[src/rtl/operand_fetch_pkg.sv]
// Shared operand-fetch types and constants.
// Widths, register count and the decode->fetch request bundle.
package operand_fetch_pkg;

  localparam int DW    = 32;
  localparam int AW    = 5;
  localparam int TW    = 8;
  localparam int NREGS = 32;

  typedef struct packed {
    logic [AW-1:0] ra_a;
    logic [AW-1:0] ra_b;
    logic [TW-1:0] tag;
  } of_req_t;

endpackage

[src/rtl/operand_skid.sv]
// S1 hold register plus S2 output register (valid/ready).
// Ports: s1_valid_i/s1_data_i live S1, s1_free_o S1 drains, out_* to execute.
module operand_skid #(
  parameter int W = 72
) (
  input  logic         clk,
  input  logic         rst_n,
  input  logic         s1_valid_i,
  input  logic [W-1:0] s1_data_i,
  output logic         s1_free_o,
  output logic         out_valid_o,
  input  logic         out_ready_i,
  output logic [W-1:0] out_data_o
);

  logic         held_q;
  logic [W-1:0] hold_q;
  logic         s2v_q;
  logic [W-1:0] s2_q;
  logic         s2_free;
  logic [W-1:0] src;

  assign s2_free     = !s2v_q || out_ready_i;
  assign src         = held_q ? hold_q : s1_data_i;
  assign s1_free_o   = s2_free;
  assign out_valid_o = s2v_q;
  assign out_data_o  = s2_q;

  // Read data is only valid for one cycle, so a
  // stalled S1 snapshots it into the hold register.
  always_ff @(posedge clk or negedge rst_n) begin
    if (!rst_n) begin
      held_q <= 1'b0;
      hold_q <= '0;
      s2v_q  <= 1'b0;
      s2_q   <= '0;
    end else if (s2_free) begin
      s2v_q  <= s1_valid_i;
      held_q <= 1'b0;
      if (s1_valid_i) s2_q <= src;
    end else if (s1_valid_i && !held_q) begin
      hold_q <= s1_data_i;
      held_q <= 1'b1;
    end
  end

endmodule

[src/rtl/operand_fetch.sv]
// Operand fetch: RF read, writeback bypass, skid to execute.
// Ports: in_* request, rf_* RF read port, wb_* snoop, out_* operands.
import operand_fetch_pkg::*;

module operand_fetch #(
  parameter int DW = operand_fetch_pkg::DW,
  parameter int AW = operand_fetch_pkg::AW,
  parameter int TW = operand_fetch_pkg::TW
) (
  input  logic          clk,
  input  logic          rst_n,
  input  logic          in_valid,
  output logic          in_ready,
  input  logic [AW-1:0] in_ra_a,
  input  logic [AW-1:0] in_ra_b,
  input  logic [TW-1:0] in_tag,
  output logic          rf_re_a,
  output logic          rf_re_b,
  output logic [AW-1:0] rf_ra_a,
  output logic [AW-1:0] rf_ra_b,
  input  logic [DW-1:0] rf_out_a,
  input  logic [DW-1:0] rf_out_b,
  input  logic          wb_we,
  input  logic [AW-1:0] wb_wa,
  input  logic [DW-1:0] wb_data,
  output logic          out_valid,
  input  logic          out_ready,
  output logic [DW-1:0] out_a,
  output logic [DW-1:0] out_b,
  output logic [TW-1:0] out_tag
);

  localparam int W = 2*DW + TW;

  logic          accept;
  logic          s2_free;
  logic          s1_valid_q;
  logic [TW-1:0] s1_tag_q;
  logic          byp_a_q;
  logic          byp_b_q;
  logic [DW-1:0] byp_data_a_q;
  logic [DW-1:0] byp_data_b_q;
  logic [AW-1:0] rf_ra_a_q;
  logic [AW-1:0] rf_ra_b_q;
  logic [DW-1:0] op_a;
  logic [DW-1:0] op_b;
  logic [W-1:0]  s2_data;

  assign in_ready = rst_n && (!s1_valid_q || s2_free);
  assign accept   = in_valid && in_ready;

  assign rf_re_a = accept;
  assign rf_re_b = accept;
  assign rf_ra_a = accept ? in_ra_a : rf_ra_a_q;
  assign rf_ra_b = accept ? in_ra_b : rf_ra_b_q;

  // RF returns the pre-write value on a collision;
  // the write committed on the accept edge wins.
  always_ff @(posedge clk or negedge rst_n) begin
    if (!rst_n) begin
      s1_valid_q   <= 1'b0;
      s1_tag_q     <= '0;
      byp_a_q      <= 1'b0;
      byp_b_q      <= 1'b0;
      byp_data_a_q <= '0;
      byp_data_b_q <= '0;
      rf_ra_a_q    <= '0;
      rf_ra_b_q    <= '0;
    end else begin
      s1_valid_q <= accept || (s1_valid_q && !s2_free);
      if (accept) begin
        s1_tag_q     <= in_tag;
        rf_ra_a_q    <= in_ra_a;
        rf_ra_b_q    <= in_ra_b;
        byp_a_q      <= wb_we && (wb_wa == in_ra_a);
        byp_b_q      <= wb_we && (wb_wa == in_ra_b);
        byp_data_a_q <= wb_data;
        byp_data_b_q <= wb_data;
      end
    end
  end

  assign op_a = byp_a_q ? byp_data_a_q : rf_out_a;
  assign op_b = byp_b_q ? byp_data_b_q : rf_out_b;

  operand_skid #(.W(W)) u_skid (
    .clk         (clk),
    .rst_n       (rst_n),
    .s1_valid_i  (s1_valid_q),
    .s1_data_i   ({op_a, op_b, s1_tag_q}),
    .s1_free_o   (s2_free),
    .out_valid_o (out_valid),
    .out_ready_i (out_ready),
    .out_data_o  (s2_data)
  );

  assign out_a   = s2_data[W-1 -: DW];
  assign out_b   = s2_data[DW+TW-1 -: DW];
  assign out_tag = s2_data[TW-1:0];

endmodule

[config.mk]
export PLATFORM = sky130hd
export DESIGN_NAME = operand_fetch
export DESIGN_NICKNAME = d
export VERILOG_FILES = /design/src/rtl/operand_fetch_pkg.sv /design/src/rtl/operand_skid.sv /design/src/rtl/operand_fetch.sv
export SDC_FILE = /design/constraint.sdc
export NUM_CORES = 1
export LEC_CHECK = 0
export ABC_AREA = 0
export BUFFER_PORTS_ARGS = -buffer_cell sky130_fd_sc_hd__buf_2
export CAP_MARGIN = 20
export CELL_PAD_IN_SITES_DETAIL_PLACEMENT = 0
export CELL_PAD_IN_SITES_GLOBAL_PLACEMENT = 2
export CORE_MARGIN = 3
export CORE_UTILIZATION = 31
export CTS_CLUSTER_DIAMETER = 50
export DETAILED_ROUTE_END_ITERATION = 10
export GPL_TIMING_DRIVEN = 0
export HOLD_SLACK_MARGIN = 0.12
export PLACE_DENSITY = 0.76
export SETUP_SLACK_MARGIN = 0.2
export SLEW_MARGIN = 0
export SYNTH_ARGS = -nofsm -noshare
export SYNTH_HDL_FRONTEND = slang
export SYNTH_SLANG_ARGS = --single-unit
[constraint.sdc]
create_clock -name clk -period 1.5 [get_ports clk]
set_clock_uncertainty 0.05 [all_clocks]
set_input_delay 0.3 -clock clk [delete_from_list [all_inputs] [get_ports clk]]
set_output_delay 0.3 -clock clk [all_outputs]
set_load 0.01 [all_outputs]
==> results.md, run 1 <==
* Largest net degree at the start of global routing at 53
* Seq. cell area at 0.00498 mm^2
* Hold_buf cts at 44
* Port Buffer Count at roughly 210
* # IOs at 210
* Total nets after synthesis at 872
* Gr ovfl total at 0
* DIE AREA at 0.0305 mm^2
* CP Buf/Inv Count at 2
* Antenna-violating nets left at 0
* Initial Util at 31.6%
* GR Layer Usage met3 at under 10%
* Mapped cell area at between 0.008 and 0.009 mm^2
* Most Used Layer, Global Route: met2
* Clock Power Share at 25.3%
* CP arrival at between 1.5 and 2 ns
* Failing checks: hold timing, setup timing
* P per Cell Area at 1240 mW/mm^2
* Via total after detailed routing at 7321
* Syn. warnings at 0
* CP top delay family: flip-flops
* Reg power frac at 41.3%
* CTS tree: yes
* Die W at ~170 um
* Hold crit path type: input port to async pin
* P_int at approximately 13000 uW
* Max VDD drop at about 740 uV
* Proportion of layout cells with a drive suffix above 1 at about three fifths
* First-pass GRT wire length at roughly 47000 um
* Crit Path Max Fanout at 5
* Gate power share at 33.4%
* Yosys top cell by area: dfrtp_1
* Place WS at -1.28 ns
* DRT iter0 DRCs at 317
* Pwr Total at 19000 uW
* Relative slew slack at 61.3%
* Met2 Use GR at 33.3%
* Post-Route Utilization at 54.7%
* FP Rows at 61
* Worst Tran Pin Value at 0.580 ns
* Max Cap Viol at 0
* Nets at 1288
* Commonest cells in the netlist: 199 x dfrtp_1, 96 x mux2_2, 80 x a21oi_1
* WL per Instance at 19.5 um
* Status: finished, violations left
* Fmax at 470 MHz
* Post-synthesis cell count at 748
* Reg clk slew, reported paths at 0.08 ns
* 1st-pass router iterations at 4
* Placed cells at 1336
* P&R area growth vs syn at 73.1%
* Vias in the first global route at around 7800
* DRC Markers at 0
* Initial antenna violation count at 3
* CP Capture Type: output pin
* Endpoints failing setup at 202
* Die Y at 175 um
* Overall global routing resource usage at 20.0%
* Count of cell types in the netlist at 24
* Cells along the critical path: nand3b_1 > nand3_4 > buf_12 > mux2_4 > buf_6
* Worst path slowest cell: dfrtp_1
* Top_reg_cell synth: dfrtp_1
* Clk buf depth at 2
* Hold slack at -0.316 ns
* Psw at 5720 uW
* Final setup margin at -0.629 ns
* Clock sink count at 199
* Placer Congestion at about 0.7
* Synth area leaders: dfrtp_1 56%, mux2_2 12%, mux2i_1 8.2%
* Worst skew pair latency at 0.43 ns
* Avg Cell Area, Syn at 11.8 um^2
* Post-Route WL at 30400 um
* Final worst path period need at approximately 2.1 ns
* HPWL Detailed at 18200 um
* CTS buffer count at 17
* Number of synthesized flops with an enable pin at 0
* Synth Register Bits at 199
* Core area at 0.0279 mm^2
* Critical path type: flip-flop to output pin
* Count leader, synth: dfrtp_1
* Slew Viols, Final at 0
* Final std cells w/o fill at 1556
* Leak at 0.00671 uW
* Net Sw Frac at 30.1%
* Startpoint Class: flip-flop
* Asr flop ratio synth at 100%
* H-tree lvl count at 4
* Top-area cell type share of the netlist area at 56.4%
* Final Cycle Share at 142%
* Sequential cell area fraction in the yosys report at approximately 56%
* Via density at between 4 and 5
* Clock root buffer: clkbuf_16
* M1 GR Usage at 27.3%
* Area of the multi-input gates at 0.00459 mm^2
* Hold Violations, Final at slightly above 100
* Filler Cells Inserted at 2399
* Req. time, crit path at 1.15 ns
* RSZ-0062 raised after global routing: true
* Max incr delay on CP at around 0.40 ns
-- cell type report --
type | count | area share, %
Clock buffer | 20 | 3.05
Sequential cell | 199 | 32.6
Clock inverter | 12 | 0.884
Inverter | 1 | 0.0737
Multi-Input combinational cell | 494 | 30.0
Tap cell | 378 | 3.09
Antenna cell | 1 | 0.0164
Timing Repair Buffer | 398 | 25.2
Buffer | 53 | 5.04
-- registers in the layout, summed over array words and instances (netlist names), 5 cells and up --
| register | flops |
|---|---|
| s1_tag_q | 8 |
| u_skid.hold_q | 72 |
| u_skid.out_data_o | 72 |
| byp_data_b_q | 32 |
| rf_ra_b_q | 5 |
| rf_ra_a_q | 5 |
-- final timing paths --
path / from / endpoint / slack, ns / cells past startpoint
max: s1_valid_q / rf_ra_a[2] / -0.63 / 5
min in group clk: in_ra_a[4] / rf_ra_a_q[4] / 0.09 / 2
min reg2reg: rf_ra_a_q[4] / rf_ra_a_q[4] / 0.46 / 1
max reg2reg: u_skid.out_valid_o / u_skid.out_data_o[42] / -0.61 / 12
min: rst_n / byp_data_b_q[14] / -0.32 / 1
max in group asynchronous: rst_n / u_skid.hold_q[43] / 1.01 / 2
-- cells by family after synthesis --
group                     after synthesis  share of synthesized area, %
and+or+nand+nor                       142                          6.39
AOI/OAI and AO/OA                     148                          8.47
DFF                                   199                          56.4
xor gates and xnor gates               10                         0.992
buffers and inverters                  55                          4.04
muxes                                 194                          23.7
-- repair_timing --
| action | 4_1_cts | 5_1_grt |
|---|---|---|
| setup buffers | 97 | 20 |
| pin swaps | 17 | 11 |
| setup endpoints to repair | 284 | 284 |
| gates cloned | 26 | 1 |
| hold endpoints to repair | 201 | 154 |
| gates resized for setup | 222 | 76 |
-- worst register-to-register path, cell delays in order (launching register included) --
cell	delay, ns
dfrtp_1	0.40
buf_6	0.12
buf_6	0.10
buf_6	0.10
buf_6	0.10
buf_6	0.12
nand2b_4	0.06
and2_4	0.18
buf_6	0.11
buf_12	0.13
buf_12	0.11
buf_16	0.12
mux2_4	0.31
-- placed cells by master (no fill, tap or decap), types with 50 or more instances in the layout --
master	Yosys	final
nand2_1	66	66
o21ai_0	66	64
buf_6	7	78
dfrtp_1	199	199
mux2_4	0	122
buf_4	22	61
a21oi_2	0	68
mux2i_1	72	66
buf_2	12	170
buf_12	0	50
-- metal layers --
layer / vias to the layer above / share of wire, %
met5: - / 0.11
met2: 159 / 49
met4: 4 / 1.0
met3: 20 / 4.2
li1: 3444 / -
met1: 3694 / 46
-- power groups by stage --
stage	clock (uW)	combinational [uW]	sequential, uW
floorplan	0	2550	7820
global placement	0	4130	7710
detailed placement	0	4190	7750
CTS	4910	5970	7730
global route	5120	6830	8030
finish	4800	6350	7840
-- metrics by stage --
step,TNS (ns),instance area [um^2]
after global placement,-1013.72,11200
after floorplan,-0.946,9650
after detailed placement,-100.45,11200
after CTS,-88.81,14800
final,-95.03,15300
after global routing,-106.98,15300
Power figures use the tool's default switching activity.
==> run 2: changes to the inputs <==
--- a/config.mk
+++ b/config.mk
@@ -17,6 +17,7 @@
 export GPL_TIMING_DRIVEN = 0
 export HOLD_SLACK_MARGIN = 0.12
 export PLACE_DENSITY = 0.76
+export RECOVER_POWER = 100
 export SETUP_SLACK_MARGIN = 0.2
 export SLEW_MARGIN = 0
 export SYNTH_ARGS = -nofsm -noshare
==> run 2 against run 1 <==
Compared with the run above: the run still ends with hold timing, setup timing left; flip-flop and latch count stayed put; via count shrank 0.11%; die area is the same; maximum frequency is essentially flat; final area decreased by 0.18%; largest power group unchanged.
==> results.md, run 2 (same netlist as run 1, synthesis figures left out) <==
* Status: finished, violations left (unchanged)
* Failing checks: hold timing, setup timing (unchanged)
* Endpoints failing setup at 202 (unchanged)
* Nets at 1288 (unchanged)
* Area of the multi-input gates at 0.00459 mm^2 (unchanged)
* Placer Congestion at 0.716 (unchanged)
* CP top delay family: flip-flops (unchanged)
* Port Buffer Count at 209 (unchanged)
* Via density at 4.70 (was 4.71)
* First-pass GRT wire length at 46700 um (unchanged)
* CTS buffer count at 17 (unchanged)
* Area after DPL at 0.0112 mm^2 (unchanged)
* Startpoint Class: flip-flop (unchanged)
* CTS tree: yes (unchanged)
* Post-Route WL at 30300 um (was 30400 um)
* Hold slack at -0.315 ns (was -0.316 ns)
* Core area at 0.0279 mm^2 (unchanged)
* Clk buf depth at 2 (unchanged)
* Vias in the first global route at 7806 (unchanged)
* DRT iter0 DRCs at 300 (was 317)
* Crit Path Max Fanout at 5 (unchanged)
* Die Y at 175 um (unchanged)
* Hold_buf cts at 44 (unchanged)
* 1st-pass router iterations at 4 (unchanged)
* Leak at 0.00669 uW (was 0.00671 uW)
* Design Area, Final at 0.0153 mm^2 (about the same)
* Hold crit path type: input port to async pin (unchanged)
* Critical path type: flip-flop to output pin (unchanged)
* Clock sink count at 199 (unchanged)
* Hold Violations, Final at 52 (was 103)
* Pwr Total at 19000 uW (about the same)
* Worst skew pair latency at 0.43 ns (about the same)
* Commonest non-fill, non-tap cells in the layout: 199 x dfrtp_1, 170 x buf_2, 122 x mux2_4 (unchanged)
* Final worst path period need at 2.13 ns (about the same)
* Gr ovfl total at 0 (unchanged)
* Post-Route Utilization at 54.6% (was 54.7%)
* Reg clk slew, reported paths at 0.08 ns (about the same)
* Worst path slowest cell: dfrtp_1 (unchanged)
* Req. time, crit path at 1.15 ns (about the same)
* Overall global routing resource usage at 20.0% (unchanged)
* Worst Tran Pin Value at 1.29 ns (was 0.580 ns)
* Seq. cell area at 0.00498 mm^2 (unchanged)
* Max incr delay on CP at 0.40 ns (about the same)
* Initial Util at 31.6% (unchanged)
* CP Capture Type: output pin (unchanged)
* FP Rows at 61 (unchanged)
* HPWL Detailed at 18200 um (unchanged)
* Fmax at 470 MHz (about the same)
* Initial antenna violation count at 3 (unchanged)
* Via total after detailed routing at 7313 (was 7321)
* Largest net degree at the start of global routing at 53 (unchanged)
* WL per Instance at 19.5 um (about the same)
* Max VDD drop at 740 uV (was 739 uV)
* CP Buf/Inv Count at 2 (unchanged)
* CP arrival at 1.78 ns (about the same)
* Proportion of layout cells with a drive suffix above 1 at 58.0% (unchanged)
* Final setup margin at -0.629 ns (about the same)
* P per Cell Area at 1240 mW/mm^2 (about the same)
* Cells along the critical path: nand3b_1 > nand3_4 > buf_12 > mux2_4 > buf_6 (unchanged)
* Commonest non-fill, non-tap cell in the layout: dfrtp_1 (unchanged)
* DIE AREA at 0.0305 mm^2 (unchanged)
* P&R area growth vs syn at 72.7% (was 73.1%)
* Filler Cells Inserted at 2403 (was 2399)
* DRC Markers at 0 (unchanged)
* Antenna-violating nets left at 0 (unchanged)
* Slew Viols, Final at 0 (unchanged)
* Clock root buffer: clkbuf_16 (unchanged)
* Final Cycle Share at 142% (about the same)
* H-tree lvl count at 4 (unchanged)
* RSZ-0062 raised after global routing: true (unchanged)
* # IOs at 210 (unchanged)
* Relative slew slack at 14.2% (was 61.3%)
* Die W at 175 um (unchanged)
* Max Cap Viol at 0 (unchanged)
[run 2: cell count changes in the layout (fill, tap and decap cells not counted)]
cell and delta:
clkbuf_2 +1, bufbuf_16 -1
[run 2: layer usage]
metal	vias up	part of all wire, %	GRT usage (%)
met1	3693	46	27.3
li1	3445	-	-
met4	4	1.0	4.09
met3	20	4.1	4.15
met2	151	49	33.3
met5	-	0.11	0
[run 2: layout make-up]
type / count / area share, %
repair buffers: 398 / 25.1
clock inverters: 12 / 0.886
inverters: 1 / 0.0738
flip-flops and latches: 199 / 32.6
diodes: 1 / 0.0164
clock buffers: 20 / 3.06
plain buffers: 53 / 5.05
well taps: 378 / 3.10
multi-input cells: 494 / 30.1
[run 2: what timing repair did]
item / CTS / global route
setup buffers: 97 / 20
endpoints found under the setup margin: 284 / 284
cloned: 26 / 1
resized for setup: 222 / 76
pin swaps: 17 / 11
endpoints found under the hold margin: 201 / 154
[run 2: power by group]
part	internal, uW	switching (uW)	leakage [uW]
clock	2500	2300	0.000294
sequential	6810	1040	0.00231
combinational	3960	2380	0.00409
[run 2: through the flow]
| stage | instances | worst slack, ns | hold slack (ns) | TNS, ns |
|---|---|---|---|---|
| global placement | 1335 | -4.13 | 0.415 | -1013.72 |
| floorplan | 748 | -0.0718 | -0.0456 | -0.946 |
| finish | 1556 | -0.629 | -0.315 | -95.07 |
| CTS | 1534 | -0.630 | -0.323 | -88.81 |
| detailed placement | 1336 | -1.28 | 0.346 | -100.45 |
| global route | 1556 | -0.705 | -0.317 | -106.98 |
[run 2: path summary, 6_finish.rpt]
kind	depth (start not counted)	start	slack (ns)	to
worst max-delay path	5	s1_valid_q	-0.63	rf_ra_a[2]
worst min-delay path	1	rst_n	-0.32	byp_data_b_q[14]
worst max register to register	12	u_skid.out_valid_o	-0.61	u_skid.out_data_o[9]
worst min register to register	1	rf_ra_a_q[4]	0.46	rf_ra_a_q[4]
max in group asynchronous	1	rst_n	0.53	byp_data_b_q[10]
min in group clk	2	in_ra_a[4]	0.09	rf_ra_a_q[4]
